### config.mk
export PLATFORM = sky130hd
export DESIGN_NAME = fp_addsub_seq
export DESIGN_NICKNAME = d
export VERILOG_FILES = /design/src/rtl/fp_addsub_seq.sv
export SDC_FILE = /design/constraint.sdc
export NUM_CORES = 1
export LEC_CHECK = 0
export CORE_ASPECT_RATIO = 0.6
export CORE_MARGIN = 2
export CORE_UTILIZATION = 45
export DETAILED_ROUTE_END_ITERATION = 10
export PLACE_DENSITY = 0.7
export SETUP_SLACK_MARGIN = 0.1
export SLEW_MARGIN = 20
export SYNTH_ARGS = -nofsm -noshare
export SYNTH_HDL_FRONTEND = slang
export SYNTH_SLANG_ARGS = --single-unit
export TNS_END_PERCENT = 1
### constraint.sdc
create_clock -name clk -period 6.79 [get_ports clk]
set_input_delay 1.358 -clock clk [delete_from_list [all_inputs] [get_ports clk]]
set_output_delay 1.358 -clock clk [all_outputs]
set_load 0.01 [all_outputs]
### src/rtl/fp_addsub_seq.sv
// fp_addsub_seq -- multicycle floating-point adder/subtractor (start/done coprocessor)
//
// Operands use the IEEE-754 layout {sign, exp[EXP_W-1:0], frac[MAN_W-1:0]}.
// The exponent bias is 2^(EXP_W-1)-1. Subnormals, infinities and NaNs are handled.
//
// Configuration macro: FP_ADDSUB_RNE_EN
//   defined   : round to nearest, ties to even; overflow gives a signed infinity
//   undefined : truncate toward zero; overflow saturates to the largest finite value
//   ovf and inexact are produced the same way in both builds.
//
// Ports
//   clk      in   rising-edge clock
//   reset    in   asynchronous, active-high reset
//   start    in   request; sampled only while idle (IDLE or DONE)
//   op       in   0 = a+b, 1 = a-b (sign of b inverted when captured)
//   a, b     in   operands
//   result   out  sum/difference, held until the next accepted start
//   done     out  high from completion until the next accepted start
//   busy     out  high in every state except IDLE/DONE
//   ovf      out  result overflowed (infinity or saturated); valid with done
//   inexact  out  guard/round/sticky bits were nonzero; valid with done
//
// Handshake: start is a level sampled on a rising clk edge while the unit is in
// IDLE or DONE. That edge captures a, b and op, drops done and raises busy. The
// result, ovf and inexact outputs are valid in every cycle where done is high.
// A start seen while busy is ignored.
//
// Flow: IDLE -> UNPACK -> ALIGN -> ADD -> NORM -> ROUND -> DONE.
// The FSM register is named `state`, and its state_t encoding is available for
// hierarchical probing.

module fp_addsub_seq #(
    parameter int EXP_W = 5,
    parameter int MAN_W = 10
) (
    input  logic                 clk,
    input  logic                 reset,
    input  logic                 start,
    input  logic                 op,
    input  logic [EXP_W+MAN_W:0] a,
    input  logic [EXP_W+MAN_W:0] b,
    output logic [EXP_W+MAN_W:0] result,
    output logic                 done,
    output logic                 busy,
    output logic                 ovf,
    output logic                 inexact
);

    localparam int W = 1 + EXP_W + MAN_W;
    // Aligned mantissa: hidden bit, fraction, guard, round, sticky.
    localparam int M = MAN_W + 4;
    // Adder width: one extra carry bit on top of the aligned mantissa.
    localparam int S = MAN_W + 5;
    // Beyond this distance, Y contributes only to the sticky bit.
    localparam int ALIGN_MAX = MAN_W + 3;

    localparam logic [EXP_W-1:0] EXP_ONES = '1;
    localparam logic [EXP_W-1:0] EXP_MIN  = EXP_W'(1);
    localparam logic [EXP_W:0]   EXP_ONE  = (EXP_W + 1)'(1);
    localparam logic [EXP_W:0]   EXP_INF  = {1'b0, EXP_ONES};
    localparam logic [W-1:0]     NAN_CANON = {1'b0, EXP_ONES, 1'b1, {(MAN_W - 1){1'b0}}};

    typedef enum logic [2:0] {
        S_IDLE   = 3'd0,
        S_UNPACK = 3'd1,
        S_ALIGN  = 3'd2,
        S_ADD    = 3'd3,
        S_NORM   = 3'd4,
        S_ROUND  = 3'd5,
        S_DONE   = 3'd6
    } state_t;

    state_t state;

    // Captured operands; b_q already carries the op-adjusted sign.
    logic [W-1:0]     a_q, b_q;

    // Working datapath registers.
    logic             x_sign, y_sign;
    logic [EXP_W:0]   ex;          // one spare bit so exp+1 past all-ones is visible
    logic [M-1:0]     mx, my;
    logic [EXP_W-1:0] dcnt;        // remaining alignment shifts
    logic [S-1:0]     sum;
    logic             res_sign;

    // ------------------------------------------------------------------
    // Unpack: field split, special detection and magnitude ordering
    // ------------------------------------------------------------------
    logic             a_sign, b_sign;
    logic [EXP_W-1:0] a_exp, b_exp;
    logic [MAN_W-1:0] a_frac, b_frac;
    logic             a_nan, b_nan, a_inf, b_inf;

    assign a_sign = a_q[W-1];
    assign b_sign = b_q[W-1];
    assign a_exp  = a_q[W-2:MAN_W];
    assign b_exp  = b_q[W-2:MAN_W];
    assign a_frac = a_q[MAN_W-1:0];
    assign b_frac = b_q[MAN_W-1:0];
    assign a_nan  = (a_exp == EXP_ONES) && (a_frac != '0);
    assign b_nan  = (b_exp == EXP_ONES) && (b_frac != '0);
    assign a_inf  = (a_exp == EXP_ONES) && (a_frac == '0);
    assign b_inf  = (b_exp == EXP_ONES) && (b_frac == '0);

    logic             swap;
    logic             ux_sign, uy_sign;
    logic [EXP_W-1:0] ux_exp, uy_exp, ux_eff, uy_eff, exp_diff;
    logic [MAN_W-1:0] ux_frac, uy_frac;
    logic [M-1:0]     ux_mant, uy_mant;

    always_comb begin
        // {exp, frac} orders magnitudes correctly, subnormals included.
        swap = (b_q[W-2:0] > a_q[W-2:0]);
        if (swap) begin
            ux_sign = b_sign; ux_exp = b_exp; ux_frac = b_frac;
            uy_sign = a_sign; uy_exp = a_exp; uy_frac = a_frac;
        end else begin
            ux_sign = a_sign; ux_exp = a_exp; ux_frac = a_frac;
            uy_sign = b_sign; uy_exp = b_exp; uy_frac = b_frac;
        end
        // Subnormals share exponent 1 with the smallest normals, hidden bit 0.
        ux_eff   = (ux_exp == '0) ? EXP_MIN : ux_exp;
        uy_eff   = (uy_exp == '0) ? EXP_MIN : uy_exp;
        ux_mant  = {(ux_exp != '0), ux_frac, 3'b000};
        uy_mant  = {(uy_exp != '0), uy_frac, 3'b000};
        exp_diff = ux_eff - uy_eff;
    end

    logic         spec_hit;
    logic [W-1:0] spec_val;

    always_comb begin
        spec_hit = 1'b1;
        spec_val = NAN_CANON;
        if (a_nan || b_nan) begin
            spec_val = NAN_CANON;
        end else if (a_inf && b_inf && (a_sign != b_sign)) begin
            spec_val = NAN_CANON;
        end else if (a_inf) begin
            spec_val = {a_sign, EXP_ONES, {MAN_W{1'b0}}};
        end else if (b_inf) begin
            spec_val = {b_sign, EXP_ONES, {MAN_W{1'b0}}};
        end else begin
            spec_hit = 1'b0;
        end
    end

    // ------------------------------------------------------------------
    // Add: X is the larger magnitude, so a subtraction never goes negative
    // ------------------------------------------------------------------
    logic [S-1:0] add_sum;

    always_comb begin
        if (x_sign != y_sign) add_sum = {1'b0, mx} - {1'b0, my};
        else                  add_sum = {1'b0, mx} + {1'b0, my};
    end

    // ------------------------------------------------------------------
    // Round: sum is normalised (or subnormal with ex == 1) on entry
    // ------------------------------------------------------------------
    logic [MAN_W:0]   rnd_mant;
    logic             rnd_g, rnd_r, rnd_s, rnd_up, rnd_inexact, rnd_ovf;
    logic [MAN_W+1:0] rnd_sum;
    logic [EXP_W:0]   rnd_exp;
    logic [MAN_W-1:0] rnd_frac;
    logic [W-1:0]     rnd_result;

    always_comb begin
        rnd_mant    = sum[S-2:3];
        rnd_g       = sum[2];
        rnd_r       = sum[1];
        rnd_s       = sum[0];
        rnd_inexact = rnd_g | rnd_r | rnd_s;
`ifdef FP_ADDSUB_RNE_EN
        // Above half an ulp, or exactly half with an odd lsb.
        rnd_up = rnd_g & (rnd_r | rnd_s | rnd_mant[0]);
`else
        rnd_up = 1'b0;
`endif
        rnd_sum = {1'b0, rnd_mant} + {{(MAN_W + 1){1'b0}}, rnd_up};
        if (rnd_sum[MAN_W+1]) begin
            // 1.11..1 rounded up to 10.00..0: renormalise by bumping the exponent.
            rnd_exp  = ex + EXP_ONE;
            rnd_frac = rnd_sum[MAN_W:1];
        end else begin
            // Hidden bit clear here only for a subnormal result (ex == 1).
            rnd_exp  = rnd_sum[MAN_W] ? ex : '0;
            rnd_frac = rnd_sum[MAN_W-1:0];
        end
        rnd_ovf = (rnd_exp >= EXP_INF);
        if (rnd_ovf) begin
`ifdef FP_ADDSUB_RNE_EN
            rnd_result = {res_sign, EXP_ONES, {MAN_W{1'b0}}};
`else
            rnd_result = {res_sign, EXP_ONES - EXP_MIN, {MAN_W{1'b1}}};
`endif
        end else begin
            rnd_result = {res_sign, rnd_exp[EXP_W-1:0], rnd_frac};
        end
    end

    // ------------------------------------------------------------------
    // Control FSM with registered outputs
    // ------------------------------------------------------------------
    always_ff @(posedge clk or posedge reset) begin
        if (reset) begin
            state    <= S_IDLE;
            result   <= '0;
            done     <= 1'b0;
            busy     <= 1'b0;
            ovf      <= 1'b0;
            inexact  <= 1'b0;
            a_q      <= '0;
            b_q      <= '0;
            x_sign   <= 1'b0;
            y_sign   <= 1'b0;
            ex       <= '0;
            mx       <= '0;
            my       <= '0;
            dcnt     <= '0;
            sum      <= '0;
            res_sign <= 1'b0;
        end else begin
            case (state)
                S_IDLE, S_DONE: begin
                    if (start) begin
                        a_q   <= a;
                        b_q   <= {b[W-1] ^ op, b[W-2:0]};
                        done  <= 1'b0;
                        busy  <= 1'b1;
                        state <= S_UNPACK;
                    end
                end

                S_UNPACK: begin
                    if (spec_hit) begin
                        result  <= spec_val;
                        ovf     <= 1'b0;
                        inexact <= 1'b0;
                        done    <= 1'b1;
                        busy    <= 1'b0;
                        state   <= S_DONE;
                    end else begin
                        x_sign <= ux_sign;
                        y_sign <= uy_sign;
                        ex     <= {1'b0, ux_eff};
                        mx     <= ux_mant;
                        my     <= uy_mant;
                        dcnt   <= exp_diff;
                        state  <= (exp_diff == '0) ? S_ADD : S_ALIGN;
                    end
                end

                S_ALIGN: begin
                    if (32'(dcnt) > 32'(ALIGN_MAX)) begin
                        // Every bit of Y would fall past sticky anyway.
                        my    <= {{(M - 1){1'b0}}, |my};
                        state <= S_ADD;
                    end else begin
                        my   <= {1'b0, my[M-1:2], my[1] | my[0]};
                        dcnt <= dcnt - EXP_MIN;
                        if (dcnt == EXP_MIN) state <= S_ADD;
                    end
                end

                S_ADD: begin
                    if (add_sum == '0) begin
                        // Exact zero is +0 unless both inputs were -0.
                        result  <= {x_sign & y_sign, {(W - 1){1'b0}}};
                        ovf     <= 1'b0;
                        inexact <= 1'b0;
                        done    <= 1'b1;
                        busy    <= 1'b0;
                        state   <= S_DONE;
                    end else begin
                        sum      <= add_sum;
                        res_sign <= x_sign;
                        state    <= S_NORM;
                    end
                end

                S_NORM: begin
                    if (sum[S-1]) begin
                        sum   <= {1'b0, sum[S-1:2], sum[1] | sum[0]};
                        ex    <= ex + EXP_ONE;
                        state <= S_ROUND;
                    end else if (sum[S-2] || (ex == EXP_ONE)) begin
                        state <= S_ROUND;
                    end else begin
                        sum <= {sum[S-2:0], 1'b0};
                        ex  <= ex - EXP_ONE;
                    end
                end

                S_ROUND: begin
                    result  <= rnd_result;
                    ovf     <= rnd_ovf;
                    inexact <= rnd_inexact;
                    done    <= 1'b1;
                    busy    <= 1'b0;
                    state   <= S_DONE;
                end

                default: begin
                    state <= S_IDLE;
                    busy  <= 1'b0;
                end
            endcase
        end
    end

endmodule

# == Word level (Yosys, flattened, before mapping) ==
# Cells that the tools add are included.
# classes
reduce_logical,39
n_bitwise,9
n_addsub,6
n_lt_le_gt_ge,3
mux,55
eq_ne,21
# op_table
cell,n
two-way mux 16 bit,6
two-way mux 15 bit,5
case mux 16 bit (3 select lines),1
two-way mux 5 bit,6
case mux 15 bit (2 select lines),1
case mux 14 bit (2 select lines),1
two-way mux 6 bit,4
zero test 10 bit,2
two-way mux 10 bit,2
nonzero test 10 bit,2
two-way mux 3 bit,6
case mux 3 bit (6 select lines),1
adder 14 x 14 -> 15 bit,1
> comparator 15 bit,1
zero test 15 bit,1
zero test 5 bit,3
AND reduction 3 bit,5
subtractor 14 x 14 -> 15 bit,1
two-way mux 14 bit,1
OR reduction 14 bit,1
two-way mux 1 bit,13
two-way mux 13 bit,1
!= test 2 bit (second input constant),6
case mux 6 bit (2 select lines),1
32 further kinds,61
# totals
register_bits,109
wordCells,150
input_bits,36
out_inout_bits,20

# == Longest topological paths before layout ==
# logic_depth
ltp_word,9
ltp_mapped,20
ltp_nobuf,18

# == Worst setup path after synthesis ==
# Ideal clock, no wire load.
# synth_path
path_type,flip-flop to flip-flop
start,register a_q[8]
end,register state[0]
arrival_ps,4034
required_ps,6723
synth_period_minus_slack_ps,4101
slack_ps,2689
path_stages_with_launch,21
n_path_buf,2
setup_ps,67
cell_sequence,dfrtp_1 > inv_1 > ha_1 > a21o_1 > a21o_1 > a21oi_1 > nor2_1 > a211oi_1 > a21oi_1 > clkbuf_1 > clkbuf_1 > nor3_1 > a21oi_1 > ha_1 > inv_1 > fa_1 > a21o_1 > a21oi_1 > xnor2_1 > o41ai_1 > and3_1
# synth_via
elab_chain_cells,9
elab_cells_between_ends,22
cone_classes,add/sub (1); order compare (1); mux (10); reduce/logical (10)
# synth_lines
item,line_no,text
"start, declared",76,"logic [W-1:0] a_q, b_q;"
"start signal, assigned",213,a_q <= '0;
"start signal, assigned",227,a_q <= a;
> comparator 15 bit,113,swap = (b_q[W-2:0] > a_q[W-2:0]);
two-way mux 5 bit,114,if (swap) begin
"zero test 5 bit, on equally long branches","122, 123",
"two-way mux 5 bit, on equally long branches","122, 123",
subtractor 5 bit,126,exp_diff = ux_eff - uy_eff;
zero test 5 bit,250,state <= (exp_diff == '0) ? S_ADD : S_ALIGN;
two-way mux 1 bit,250,
two-way mux 3 bit (*),236,if (spec_hit) begin
case mux 3 bit (6 select lines) (*),224,case (state)
"end signal, assigned",250,
"end, declared",73,state_t state;
# Mark *: on every way between the ends. The rest lies on a longest branch, timed or not.
# A chain may end at the register's enable or synchronous reset.

# == Worst setup path after layout ==
# Same ends and word-level chain as after synthesis.

==> reports/metrics.cfg <==
[synth]
synth-seq-cells = 109
synth_simple_gate_area_share_pct = 16.1
yosys-top-cells-area = dfrtp_1 38%, ha_1 8.5%, o21ai_0 5.0%
netlist_area_um2 = 7200
synth_fa_ha_area_share_pct = 9.07
ys_async_sr_fraction_pct = 100
synth_edf_count = 0
ys_warn_count = 0
synth_flop_cell = dfrtp_1
avgSynthCellArea_um2 = 8.81
synth_compound_area_share_pct = 22.5
synth_top_family_by_area = compound AO/OA/AOI/OAI gates
netlist_instances = 817
syn-num-nets = 904
synth_top_area_share_pct = 37.9
synth_common_cells = 109 x dfrtp_1, 73 x nor2_1, 72 x nand2_1, 72 x o21ai_0, 59 x a21oi_1
yosysSeqAreaShare_pct = 37.9
synth_top_cell_by_area = dfrtp_1
synth_mux_area_share_pct = 7.02
synth_xor_xnor_area_share_pct = 2.19
synth_most_common_cell = dfrtp_1
synth_cell_types = 69

[setup_path]
crit_path_start_kind = register
ff2ff_setup_slack_ps = 2650
cp.arrival_ps = 4440
r2r_cells = 18
r2r_end = state[0]
cp.required_ps = 7080
slowest_stage = a211oi_1
r2r_start = a_q[8]
cp-end-kind = register
critical-path-max-stage-delay_ps = 520
cp.buffers_inverters = 3
crit_type = register to register
worst-path-max-fanout = 46
crit_family = compound AO/OA/AOI/OAI gates
cp_cell_sequence = inv_1 > ha_1 > a21o_1 > a21o_1 > a21oi_1 > nor2_1 > a211oi_1 > a21oi_4 > buf_4 > mux2_2 > ha_1 > inv_1 > fa_1 > a21o_1 > a21oi_1 > xnor2_1 > o41ai_1 > and3_1
crit_top_cell = a21o_1

[floorplan]
dieArea_um2 = 17100
std_cell_rows = 35
die_w_um = 167
initial_core_util_pct = 46.4
die_h_um = 102
io_pins = 56
core_um2 = 15500

[power]
p_comb_share_pct = 62.0
irDropWorstVdd_mv = 0.359
swShare_pct = 48.0
intPower_mw = 2.58
cellPowerDensity_nw_per_um2 = 604
p_seq_share_pct = 27.0
total_leakage_power_nw = 3.55
p_sw_mw = 2.39
p_clk_share_pct = 11.0

[cells_and_area]
fillCellCount = 1445
area_growth_pct = 14.3
fin_nets = 937
final_cell_area_um2 = 8230
drive_gt1_share_pct = 6.67
layoutNonFillerInstCount = 1057
antenna_cells = 0

[placed_design]
place_area_um2 = 7920
dpl.cell_count = 1042
port_buffers = 55
gp_congestion = 0.872
post-place-ws_ps = 2710
hpwl_mm = 13.8

[worst_hold_path]
min_path_type = register to register
whs_path_depth = 1
hold_start = result[4]
worstHoldEndpoint = result[4]

[routing]
drc = 2
vias = 6178
viasPerCell = 5.84
drt_wl_total_mm = 18.5
drt-pass1-iter-count = 8
ant_nets = 0
wire_per_inst_um = 17.5
drtIter0Drc = 552

[job]
drv_cap = 0

[timing]
hold_violations = 0
min_period_ps = 4140
worst_pin_slew_ps = 1000
drv_slew = 0
fin_ws_ps = 2650
rsz0062_at_grt = no
max_freq_ghz = 0.241
worst_hold_slack_ps = 491
setup_tns_ps = 0
min_period_over_period_pct = 61.0
relSlewSlack_pct = 32.6
skew_ps = 11.5
setup_viol = 0

[clocking]
ctsLongestPathBuffers = 2
htreeDepth = 3
cts_buffers = 9
post-cts-setup-buffer-count = 0
cts.sinks = 109
clk_pin_slew_ps = 80
post_cts_resized = 0
holdBufCountCts = 0
cts_root_buf = clkbuf_16
cts_tree = built
clk_latency_ps = 360

[global_route]
grt_pass1_wl_mm = 30.4
grt_use_total_pct = 22.4
antenna_found_initial = 0
grt_pass1_vias = 5722
grt_start_max_net_pins = 56
gr-total-overflow = 0

[run_status]
violations = DRC
outcome = finished with violations

[worst max path at each step]
stage / depth (start not counted) / start / endpoint
3_5_place_dp: 18 / a_q[8] / state[0]
6_report: 18 / a_q[8] / state[0]
2_1_floorplan: 1 / reset / a_q[0]
4_1_cts: 18 / a_q[8] / state[0]
3_3_place_gp: 11 / x_sign / sum[1]
5_1_grt: 18 / a_q[8] / state[0]
[metrics by stage]
step	util [%]	total power, mW
final	53.1	4.97
after global routing	53.1	5.40
after CTS	53.1	4.93
after detailed placement	51.1	4.35
after global placement	51.1	4.34
after floorplan	-	3.53
[cell type report]
cell class	count	area, um^2	share of cell area, %
inverter	55	209	2.54
sequential	109	2730	33.1
timing repair buffer	64	618	7.51
clock buffer	11	253	3.07
clock inverter	4	55.1	0.669
multi-input combinational	611	4110	50.0
tap	203	254	3.09
[state kept, by name (all words and copies together) (netlist names)]
register  cells
state         3
busy          1
mx           11
ovf           1
sum          15
res_sign      1
y_sign        1
ex            6
x_sign        1
my           14
done          1
dcnt          5
b_q          16
inexact       1
result       16
a_q          16
[cells by family after synthesis]
| family | after synthesis |
|---|---|
| fa+ha+maj | 51 |
| flops | 109 |
| buf+inv | 97 |
| simple gates | 244 |
| xor+xnor | 18 |
| mux | 47 |
| compound gates | 251 |
[cell usage in the layout, fill, tap and decap left out, types with 9 or more instances in the layout]
cell type and instances:
a211oi_1 16, a21o_1 9, a21oi_1 58, a221o_1 9
a22oi_1 13, a31oi_1 12, and3_1 13, buf_4 9
clkbuf_16 9, clkdlybuf4s50_1 55, dfrtp_1 109, ha_1 49
inv_1 51, mux2_2 21, mux2i_1 19, nand2_1 72
nand3_1 10, nand4_1 9, nor2_1 73, nor2b_1 9
nor3_1 17, nor4_1 11, o21ai_0 72, o2bb2ai_1 10
xnor2_1 16
[worst register-to-register path, stage by stage, from the launching register on]
cell,delay (ps)
dfrtp_1,370
inv_1,70
ha_1,300
a21o_1,180
a21o_1,160
a21oi_1,150
nor2_1,50
a211oi_1,520
a21oi_4,80
buf_4,310
mux2_2,310
ha_1,140
inv_1,60
fa_1,400
a21o_1,200
a21oi_1,180
xnor2_1,110
o41ai_1,290
and3_1,190
[routing by layer]
layer  GRT usage, %  up-vias  share of wire [%]
met1           35.8     2969                 54
met3           4.03       14                5.6
li1               -     3033                  -
met4           4.01        0               0.61
met2           31.4      162                 39
met5              0        -                  0
[power groups by stage]
stage               clock network, mW  registers [mW]  logic (mW)
floorplan                           0            1.21        2.32
global placement                    0            1.33        3.01
detailed placement                  0            1.34        3.02
CTS                             0.557            1.33        3.04
global route                    0.581            1.39        3.43
finish                          0.549            1.34        3.08
(Power assumes the default switching activity.)
